$ cat src/rtl/pe_inst_seq_pkg.sv
// Shared constants and types for the PE instruction sequencer.
// Instruction layout: raddr0[7:0], raddr1[15:8], waddr[23:16], write-back flag in the MSB.
package pe_inst_seq_pkg;

    localparam int INST_WIDTH    = 32;
    localparam int DM_ADDR_WIDTH = 8;
    localparam int WB_BIT        = INST_WIDTH - 1;
    localparam int RADDR0_LSB    = 0;
    localparam int RADDR1_LSB    = 8;
    localparam int WADDR_LSB     = 16;

    typedef enum logic [2:0] {
        S_IDLE,
        S_LOAD,
        S_READY,
        S_RUN,
        S_DONE
    } seq_state_e;

    function automatic logic inst_wb(input logic [INST_WIDTH-1:0] word);
        return word[WB_BIT];
    endfunction

endpackage

$ cat src/rtl/pe_inst_seq_if.sv
// Program-load stream from the array controller into the instruction sequencer.
// The controller is the master; the sequencer is the slave and returns inst_in_rdy.
interface pe_inst_seq_if;
    import pe_inst_seq_pkg::*;

    logic                  inst_in_v;
    logic [INST_WIDTH-1:0] inst_in;
    logic                  inst_in_last;
    logic                  inst_in_rdy;

    modport master (
        output inst_in_v,
        output inst_in,
        output inst_in_last,
        input  inst_in_rdy
    );

    modport slave (
        input  inst_in_v,
        input  inst_in,
        input  inst_in_last,
        output inst_in_rdy
    );

endinterface

$ cat src/rtl/pe_inst_seq_inst_buf.sv
// Program buffer: one write port, one synchronous read port with read enable.
// The read register only updates on an issue, so it doubles as the held inst output.
module seq_inst_buf #(
    parameter int DEPTH = 16,
    parameter int AW    = 4,
    parameter int W     = 32
) (
    input  logic          clk,
    input  logic          rst,
    input  logic          we,
    input  logic [AW-1:0] waddr,
    input  logic [W-1:0]  wdata,
    input  logic          re,
    input  logic [AW-1:0] raddr,
    output logic [W-1:0]  rdata
);

    (* ram_style = "distributed" *) logic [W-1:0] mem [DEPTH];

    always_ff @(posedge clk) begin
        if (we) mem[waddr] <= wdata;
    end

    always_ff @(posedge clk or posedge rst) begin
        if (rst)     rdata <= '0;
        else if (re) rdata <= mem[raddr];
    end

endmodule

$ cat src/rtl/pe_inst_seq.sv
// PE instruction sequencer: buffers a streamed program and replays it loop_cnt+1 times.
// Optional stall_cycles performance counter is enabled with macro SEQ_PERF_EN.
module pe_inst_seq
    import pe_inst_seq_pkg::*;
#(
    parameter int IM_DEPTH = 16,
    parameter int IM_AW    = 4,
    parameter int LOOP_W   = 8
) (
    input  logic                  clk,
    input  logic                  rst,
    pe_inst_seq_if.slave          prog,
    input  logic                  start,
    input  logic [LOOP_W-1:0]     loop_cnt,
    input  logic                  stall,
    output logic                  inst_v,
    output logic [INST_WIDTH-1:0] inst,
    output logic                  rden,
    output logic                  wren,
    output logic                  busy,
    output logic                  done
`ifdef SEQ_PERF_EN
    ,
    output logic [15:0]           stall_cycles
`endif
);

    localparam logic [IM_AW:0] DEPTH_CNT = (IM_AW + 1)'(IM_DEPTH);

    seq_state_e            state, state_nx;
    logic [IM_AW:0]        wr_cnt, wr_cnt_nx, prog_len;
    logic [IM_AW-1:0]      pc, wr_addr;
    logic [LOOP_W-1:0]     pass, loop_q;
    logic                  accept, load_end, start_ok;
    logic                  issue, last_pc, final_issue;
    logic                  inst_v_q;
    logic [INST_WIDTH-1:0] rd_data;

    assign prog.inst_in_rdy = (state inside {S_IDLE, S_LOAD, S_READY}) && (wr_cnt < DEPTH_CNT);

    always_comb begin
        state_nx    = state;
        accept      = prog.inst_in_v && prog.inst_in_rdy;
        // A word accepted outside LOAD starts a fresh program at address 0.
        wr_cnt_nx   = (state == S_LOAD) ? wr_cnt + 1'b1 : (IM_AW + 1)'(1);
        wr_addr     = (state == S_LOAD) ? wr_cnt[IM_AW-1:0] : '0;
        load_end    = accept && (prog.inst_in_last || (wr_cnt_nx == DEPTH_CNT));
        start_ok    = (state == S_READY) && start && !accept;
        issue       = (state == S_RUN) && !stall;
        last_pc     = ({1'b0, pc} == (prog_len - 1'b1));
        final_issue = issue && last_pc && (pass == loop_q);

        unique case (state)
            S_IDLE, S_READY: begin
                if (accept)        state_nx = load_end ? S_READY : S_LOAD;
                else if (start_ok) state_nx = S_RUN;
            end
            S_LOAD:  if (load_end) state_nx = S_READY;
            S_RUN:   if (final_issue) state_nx = S_DONE;
            S_DONE:  state_nx = S_READY;
            default: state_nx = S_IDLE;
        endcase
    end

    always_ff @(posedge clk or posedge rst) begin
        if (rst) state <= S_IDLE;
        else     state <= state_nx;
    end

    always_ff @(posedge clk or posedge rst) begin
        if (rst) begin
            wr_cnt   <= '0;
            prog_len <= '0;
            pc       <= '0;
            pass     <= '0;
            loop_q   <= '0;
            inst_v_q <= 1'b0;
        end else begin
            inst_v_q <= issue;
            // wr_cnt is cleared on start so a finished replay can be followed by a reload.
            if (accept)        wr_cnt <= wr_cnt_nx;
            else if (start_ok) wr_cnt <= '0;
            if (load_end) prog_len <= wr_cnt_nx;
            if (start_ok) begin
                pc     <= '0;
                pass   <= '0;
                loop_q <= loop_cnt;
            end else if (issue) begin
                if (last_pc) begin
                    pc   <= '0;
                    pass <= pass + 1'b1;
                end else begin
                    pc <= pc + 1'b1;
                end
            end
        end
    end

    seq_inst_buf #(
        .DEPTH (IM_DEPTH),
        .AW    (IM_AW),
        .W     (INST_WIDTH)
    ) u_buf (
        .clk   (clk),
        .rst   (rst),
        .we    (accept),
        .waddr (wr_addr),
        .wdata (prog.inst_in),
        .re    (issue),
        .raddr (pc),
        .rdata (rd_data)
    );

    assign inst_v = inst_v_q;
    assign rden   = inst_v_q;
    assign inst   = rd_data;
    assign wren   = inst_v_q && inst_wb(rd_data);
    assign busy   = (state == S_RUN);
    assign done   = (state == S_DONE);

`ifdef SEQ_PERF_EN
    always_ff @(posedge clk or posedge rst) begin
        if (rst)                                              stall_cycles <= '0;
        else if (start_ok)                                    stall_cycles <= '0;
        else if ((state == S_RUN) && stall && (stall_cycles != '1)) stall_cycles <= stall_cycles + 1'b1;
    end
`endif

endmodule

$ cat src/flat_wrapper.sv
// flat-port wrapper written by rule: the top's interface ports become plain ports
module pe_inst_seq_flat import pe_inst_seq_pkg::*;
#(
    parameter int IM_DEPTH = 16,
    parameter int IM_AW    = 4,
    parameter int LOOP_W   = 8
)
  (clk, rst, start, loop_cnt, stall, inst_v, inst, rden, wren, busy, done, prog_inst_in_v, prog_inst_in, prog_inst_in_last, prog_inst_in_rdy);
  pe_inst_seq_if prog_i ();
  input  logic clk;
  input  logic rst;
  input  logic start;
  input  logic [LOOP_W-1:0] loop_cnt;
  input  logic stall;
  output logic inst_v;
  output logic [INST_WIDTH-1:0] inst;
  output logic rden;
  output logic wren;
  output logic busy;
  output logic done;
  input wire logic [$bits(prog_i.inst_in_v)-1:0] prog_inst_in_v;
  input wire logic [$bits(prog_i.inst_in)-1:0] prog_inst_in;
  input wire logic [$bits(prog_i.inst_in_last)-1:0] prog_inst_in_last;
  output wire logic [$bits(prog_i.inst_in_rdy)-1:0] prog_inst_in_rdy;
  assign prog_i.inst_in_v = prog_inst_in_v;
  assign prog_i.inst_in = prog_inst_in;
  assign prog_i.inst_in_last = prog_inst_in_last;
  assign prog_inst_in_rdy = prog_i.inst_in_rdy;
  pe_inst_seq #(.IM_DEPTH(IM_DEPTH), .IM_AW(IM_AW), .LOOP_W(LOOP_W)) u_core (.clk(clk), .rst(rst), .prog(prog_i), .start(start), .loop_cnt(loop_cnt), .stall(stall), .inst_v(inst_v), .inst(inst), .rden(rden), .wren(wren), .busy(busy), .done(done));
endmodule
$ cat config.mk
export PLATFORM = sky130hd
export DESIGN_NAME = pe_inst_seq_flat
export DESIGN_NICKNAME = d
export VERILOG_FILES = /design/src/rtl/pe_inst_seq_pkg.sv /design/src/rtl/pe_inst_seq_if.sv /design/src/rtl/pe_inst_seq_inst_buf.sv /design/src/rtl/pe_inst_seq.sv /design/src/flat_wrapper.sv
export SDC_FILE = /design/constraint.sdc
export NUM_CORES = 1
export LEC_CHECK = 0
export CAP_MARGIN = 20
export CORE_UTILIZATION = 60
export DETAILED_ROUTE_END_ITERATION = 10
export GPL_TIMING_DRIVEN = 0
export PLACE_DENSITY = 0.87
export SYNTH_ARGS = -nofsm -noshare
export SYNTH_HDL_FRONTEND = slang
export SYNTH_SLANG_ARGS = --single-unit
export TNS_END_PERCENT = 30
$ cat constraint.sdc
create_clock -name clk -period 6.12 [get_ports clk]
set_input_delay 1.224 -clock clk [delete_from_list [all_inputs] [get_ports clk]]
set_output_delay 1.224 -clock clk [all_outputs]
set_load 0.02 [all_outputs]
==> After elaboration in Yosys (flattened, before gate mapping) <==
Memory sizes are Yosys's and may differ from the RTL's. A register that Yosys moved wholly into a read port is not among the register bits.
Cells that the tools add are included.
{ "totals": {"register_bits": 34, "mem_bits_rw": 512, "out_inout_bits": 38, "word_cells": 61, "n_memories": 1} }
{ "mem_list": {"columns": ["memory", "depth", "width", "read_ports", "rd_ports_with_merged_regs", "write_ports", "line_no", "source"], "rows": [
  ["u_core.u_buf.mem", 16, 32, 1, 1, 1, "pe_inst_seq_inst_buf.sv:18", "(* ram_style = \"distributed\" *) logic [W-1:0] mem [DEPTH];"]
]} }
{ "op_classes": {"n_addsub": 4, "order_cmp": 1, "n_eq_ne": 10, "muxes": 18, "n_reduce_logical": 20} }
{ "ops": {"columns": ["op", "count"], "rows": [
  ["8-bit two-way mux", 3],
  ["4-bit two-way mux", 4],
  ["5-bit two-way mux", 3],
  ["3-bit two-way mux", 4],
  ["3-bit one-hot mux with 4 select lines", 1],
  ["1-bit logical AND", 9],
  ["8-bit by 1-bit adder with 8-bit output, second input constant", 1],
  ["8-bit == test", 1],
  ["3-bit by 2-bit == test with 1-bit output, second input constant", 2],
  ["2-bit nonzero test", 3],
  ["5-bit by 1-bit adder with 5-bit output, second input constant", 1],
  ["4-bit by 5-bit == test with 1-bit output", 1],
  ["5-bit == test, second input constant", 1],
  ["5-bit less-than comparator, second input constant", 1],
  ["5-bit by 1-bit subtractor with 5-bit output, second input constant", 1],
  ["4-bit by 1-bit adder with 4-bit output, second input constant", 1],
  ["2-bit by 1-bit inequality test with 1-bit output, second input constant", 2],
  ["3-bit by 1-bit == test with 1-bit output, second input constant", 1],
  ["3-bit == test, second input constant", 1],
  ["3-bit logical NOT", 1],
  ["3-bit by 1-bit inequality test with 1-bit output, second input constant", 1],
  ["3-bit AND reduction", 1],
  ["3-bit nonzero test", 1],
  ["1-bit logical NOT", 2],
  ["other kinds (5)", 6]
]} }

==> Logic depth before layout (Yosys ltp) <==
{ "depth": {"ltp_word": 9, "depth_mapped": 9, "mapped_depth_nobuf": 7} }

==> By module <==
From an unflattened synthesis, not the netlist that was laid out.
{ "hier_totals": {"cells_unflattened": 1085, "area_unflattened_um2": 22619.2} }
{ "modules_own_cells": {"columns": ["module", "instances", "cells_per_inst", "area_per_inst_um2"], "rows": [
  ["seq_inst_buf", 1, 877, 20724.9],
  ["pe_inst_seq", 1, 208, 1894.3]
]} }

==> Worst setup path after synthesis <==
Ideal clock, no wire load.
{ "synth_timing": {"path_kind": "in2reg", "start": "input prog_inst_in_v", "end": "memory u_core.u_buf.mem[1][0] (enable)", "t_arrival_ns": 4.698, "setup_slack_ns": 0.920, "cell_stages": 3, "path_cell_list": "nand2_1 -> clkbuf_1 -> nor4_1"} }
{ "synth_between": {"elab_chain_len": 3} }
{ "synth_lines": {"columns": ["element", "line_no", "source"], "rows": [
  ["from (decl)", "flat_wrapper.sv:21", "input wire logic [$bits(prog_i.inst_in_v)-1:0] prog_inst_in_v;"],
  ["1-bit logical AND", "pe_inst_seq.sv:43", "accept = prog.inst_in_v && prog.inst_in_rdy;"],
  ["1-bit two-way mux", "pe_inst_seq_inst_buf.sv:21", "if (we) mem[waddr] <= wdata;"],
  ["1-bit two-way mux (not written as such)", "pe_inst_seq_inst_buf.sv:21", null],
  ["to (decl)", "pe_inst_seq_inst_buf.sv:18", null]
]} }
Every way passes these cells.

==> Worst setup path after layout <==
{ "layout_timing": {"start": "input prog_inst_in_v", "end": "memory u_core.u_buf.mem[4][5] (enable)"} }
Same word-level chain as after synthesis.

==> flow_summary.yaml <==
grt:
  grt_pass1_vias: 13100
  grt_usage_pct: 32.45
  antenna_found_initial: 1
  grt.overflow.total: 0
  grt_max_degree: 56
  grt_first_pass_wirelength_um: 87610
worst_setup_path:
  worstPathCellList: "clkdlybuf4s50_1, nand2_1, nor2_1, nand3b_1, nor3_2, buf_4, buf_6"
  crit_buf_inv: 3
  cpPeakStageDelay_ns: 0.88
  crit_path_end_kind: "flop"
  crit_slowest_cell: "nor3_2"
  required_ns: 6.41
  cp-start-kind: "primary input"
  cp_top_family: "simple AND/OR/NAND/NOR gates"
  path_max_fanout: 10
  arrival_ns: 4.02
  path_class: "primary input to flop"
logic_synthesis:
  ys.flop_type: "edfxtp_1"
  yosysTopAreaCell: "edfxtp_1"
  synth.area.mux_share_pct: 14.23
  synth.avg_cell_area_um2: 19.81
  syn_area_um2: 22450
  synth-compound-area-share_pct: 4.142
  yosys.area_share.simple_pct: 3.305
  ys_seq_elements: 578
  synth_edf_count: 512
  ys_types: 52
  syn_inst: 1133
  synth_top_area_share_pct: 68.49
  synth_async_sr_flop_share_pct: 11.42
  ys_warn_count: 0
  synthTopCellsByArea: "edfxtp_1 68%, mux4_2 12%, dfrtp_1 7.4%"
  synth_top_family_by_area: "multiplexers"
  synth-adder-area-share_pct: 0.2230
  synthXorXnorAreaFrac_pct: 0.7023
  synth-seq-area-share_pct: 75.85
  synth_fp_nets: 1183
cells_and_area:
  finalInstanceArea_um2: 26220
  area_growth_pct: 16.80
  fill_cells: 1933
  final_nets: 1355
  post_route_cells_drive_above_1_share_pct: 21.05
placement:
  dp_slack_ns: 1.882
  numPortBuffers: 83
  post-dp-hpwl_um: 33310
  placed_area_um2: 24440
  gp_congestion: 0.8402
route:
  wl_met2_um: 29090
  top_layer_used: "met5"
  wl_met1_um: 21000
  wl_met3_um: 7406
  via_per_inst: 7.164
  remaining_drc_errors: 0
  drt_iter0_drc: 2053
  post_drt_wl_per_cell_um: 33.21
  drt_wl_total_um: 60380
  drt_first_pass_iters: 5
  postRouteAntennaNets: 0
  num_vias: 13020
sta:
  hold_violations: 0
  fmax_mhz: 268.3
  tightest_slew_ns: 1.160
  setup_viol: 0
  finClkSkew_ns: 0.02664
  rsz0062_at_grt: "no"
  layout_worst_path_cycle_share_pct: 60.89
  drv_slew: 0
  min_period_ns: 3.727
  timing.final.ws_setup_ns: 2.393
  timing.slew.headroom_pct: 22.65
clocking:
  cts_buffers: 54
  htree_levels: 2
  cts_buffer_depth: 3
  clkSlewWorstSetupHoldPaths_ns: 0.06
  ctsHoldBuffers: 0
  cts_setup_buffers: 0
  cts.sinks: 578
  root_buffer: "clkbuf_16"
  post_cts_resized: 0
  clk_latency_ns: 0.60
  cts_tree: "built"
pwr:
  leakage_nw: 8.768
  p_per_area_nw_per_um2: 431.3
  ir_drop_v: 0.0002587
  switchingPower_mw: 3.468
  switching_share_pct: 30.67
  power_frac_comb_pct: 27.8
  p_seq_share_pct: 42.3
  internal-power_mw: 7.839
  clkPwrFrac_pct: 29.9
run:
  maxCapViolations: 0
die:
  initial_core_util_pct: 61.17
  placementRows: 70
  dieArea_um2: 38190
  io_pins: 84
  fp.dieH_um: 195.4
  core_um2: 36700
  die_w_um: 195.4
min_path:
  hold_path_class: "flop to flop"
outcome:
  status: "completed"
Yosys cell counts (3+ instances only):
library cell / count
nand3b_1: 5
buf_2: 17
o21ai_0: 29
mux4_2: 124
nor4_1: 6
nor2_1: 28
inv_1: 8
nor3_1: 7
nand4_1: 3
clkbuf_1: 35
xnor2_1: 6
buf_4: 6
nand2_1: 86
edfxtp_1: 512
o41ai_1: 4
a21oi_1: 10
ha_1: 4
xor2_1: 12
nand3_1: 10
mux2i_1: 40
a211oi_1: 18
o221ai_1: 18
a21o_1: 18
o22ai_1: 18
dfrtp_1: 66
or3_1: 5
buf_6: 4
flip-flops by register name, summed over array words and instances (netlist names):
| name | flops |
|---|---|
| u_core.state | 3 |
| u_core.wr_cnt | 5 |
| u_core.prog_len | 5 |
| u_core.u_buf.rdata | 32 |
| u_core.inst_v | 1 |
| u_core.pc | 4 |
| u_core.loop_q | 8 |
| u_core.pass | 8 |
| u_core.u_buf.mem | 512 |
area by class of cell:
cell class / count / area (µm²) / share of cell area [%]
diodes: 1 / 2.502 / 0.009545
well taps: 468 / 585.6 / 2.233
inverters: 9 / 36.28 / 0.1384
repair buffers: 116 / 1305 / 4.978
clock buffers: 70 / 1483 / 5.655
plain buffers: 64 / 314.1 / 1.198
flip-flops and latches: 578 / 17030 / 64.94
clock inverters: 30 / 275.3 / 1.050
multi-input cells: 482 / 5190 / 19.80
logic make-up after synthesis:
family / count (synthesis)
compound gates: 132
xor+xnor: 18
fa+ha+maj: 4
buf+inv: 73
flops: 578
mux: 164
simple gates: 164
worst register-to-register path, cell delays in order (launching register included):
cell	delay, ns
dfrtp_1	0.37
clkbuf_1	0.34
nor3b_1	0.69
nand3_1	0.28
nor2_1	0.21
nand2_1	0.27
nor2_4	0.92
buf_16	0.25
stage by stage:
stage,hold slack [ns],utilization (%),cells,power [mW],TNS (ns)
final,0.4819,71.44,1818,11.31,0
after global routing,0.4968,71.44,1817,11.58,0
after CTS,0.4829,71.39,1816,11.24,0
after detailed placement,0.4668,66.60,1716,7.808,0
after global placement,0.4569,65.03,1684,7.626,-361.37
after floorplan,0.4652,-,1133,6.726,0
layout by cell type (no fill, tap or decap), drive strengths merged, types with 2 or more instances in the layout:
cell type      netlist  final
a21oi               10     10
nand3b               5      5
buf                 29     62
and2                 2      2
clkbuf              35    105
o22ai               18     18
xnor2                6      6
mux4               124    124
o221ai              18     18
o41ai                4      4
clkinv               1     22
nand4b               2      2
nand4                3      3
xor2                12     12
inv                  8      9
nor2                28     28
ha                   4      4
o21a                 2      2
a31oi                2      2
nand3               10     10
clkdlybuf4s50        0     83
nor2b                2      2
nor3b                2      2
bufinv               0      5
o21ai               30     30
nand2               86     86
nor4                 6      6
or3                  5      5
edfxtp             512    512
nor3                 7      7
mux2i               40     40
dfrtp               66     66
o211ai               2      2
clkinvlp             0      3
a211oi              19     19
a21o                18     18
nand2b               2      2
metal layers:
layer,track usage (%),up-vias
met1,43.38,6522
met3,7.824,228
li1,-,4980
met2,51.35,1292
met4,14.73,2
met5,0,-
power groups by stage:
stage / logic (mW) / registers, mW / clock network [mW]
finish: 3.15 / 4.78 / 3.38
global route: 3.26 / 4.80 / 3.51
CTS: 3.10 / 4.77 / 3.37
detailed placement: 2.97 / 4.84 / 0
global placement: 2.78 / 4.85 / 0
floorplan: 1.81 / 4.91 / 0
worst paths after layout:
kind / to / slack (ns) / depth (start not counted) / startpoint
setup reg to reg: u_core.u_buf.mem[8][4]$_DFFE_PP_ / 2.47 / 7 / u_core.state[0]$_DFFE_PP0P_
hold reg to reg: u_core.u_buf.rdata[4]$_DFFE_PP0P_ / 0.48 / 1 / u_core.u_buf.rdata[4]$_DFFE_PP0P_
max in group asynchronous: u_core.u_buf.rdata[25]$_DFFE_PP0P_ / 4.60 / 3 / rst
min in group asynchronous: u_core.u_buf.rdata[9]$_DFFE_PP0P_ / 0.91 / 2 / rst
setup / recovery: u_core.u_buf.mem[4][5]$_DFFE_PP_ / 2.39 / 7 / prog_inst_in_v
hold / removal: u_core.u_buf.rdata[4]$_DFFE_PP0P_ / 0.48 / 1 / u_core.u_buf.rdata[4]$_DFFE_PP0P_
(Power assumes the default switching activity.)
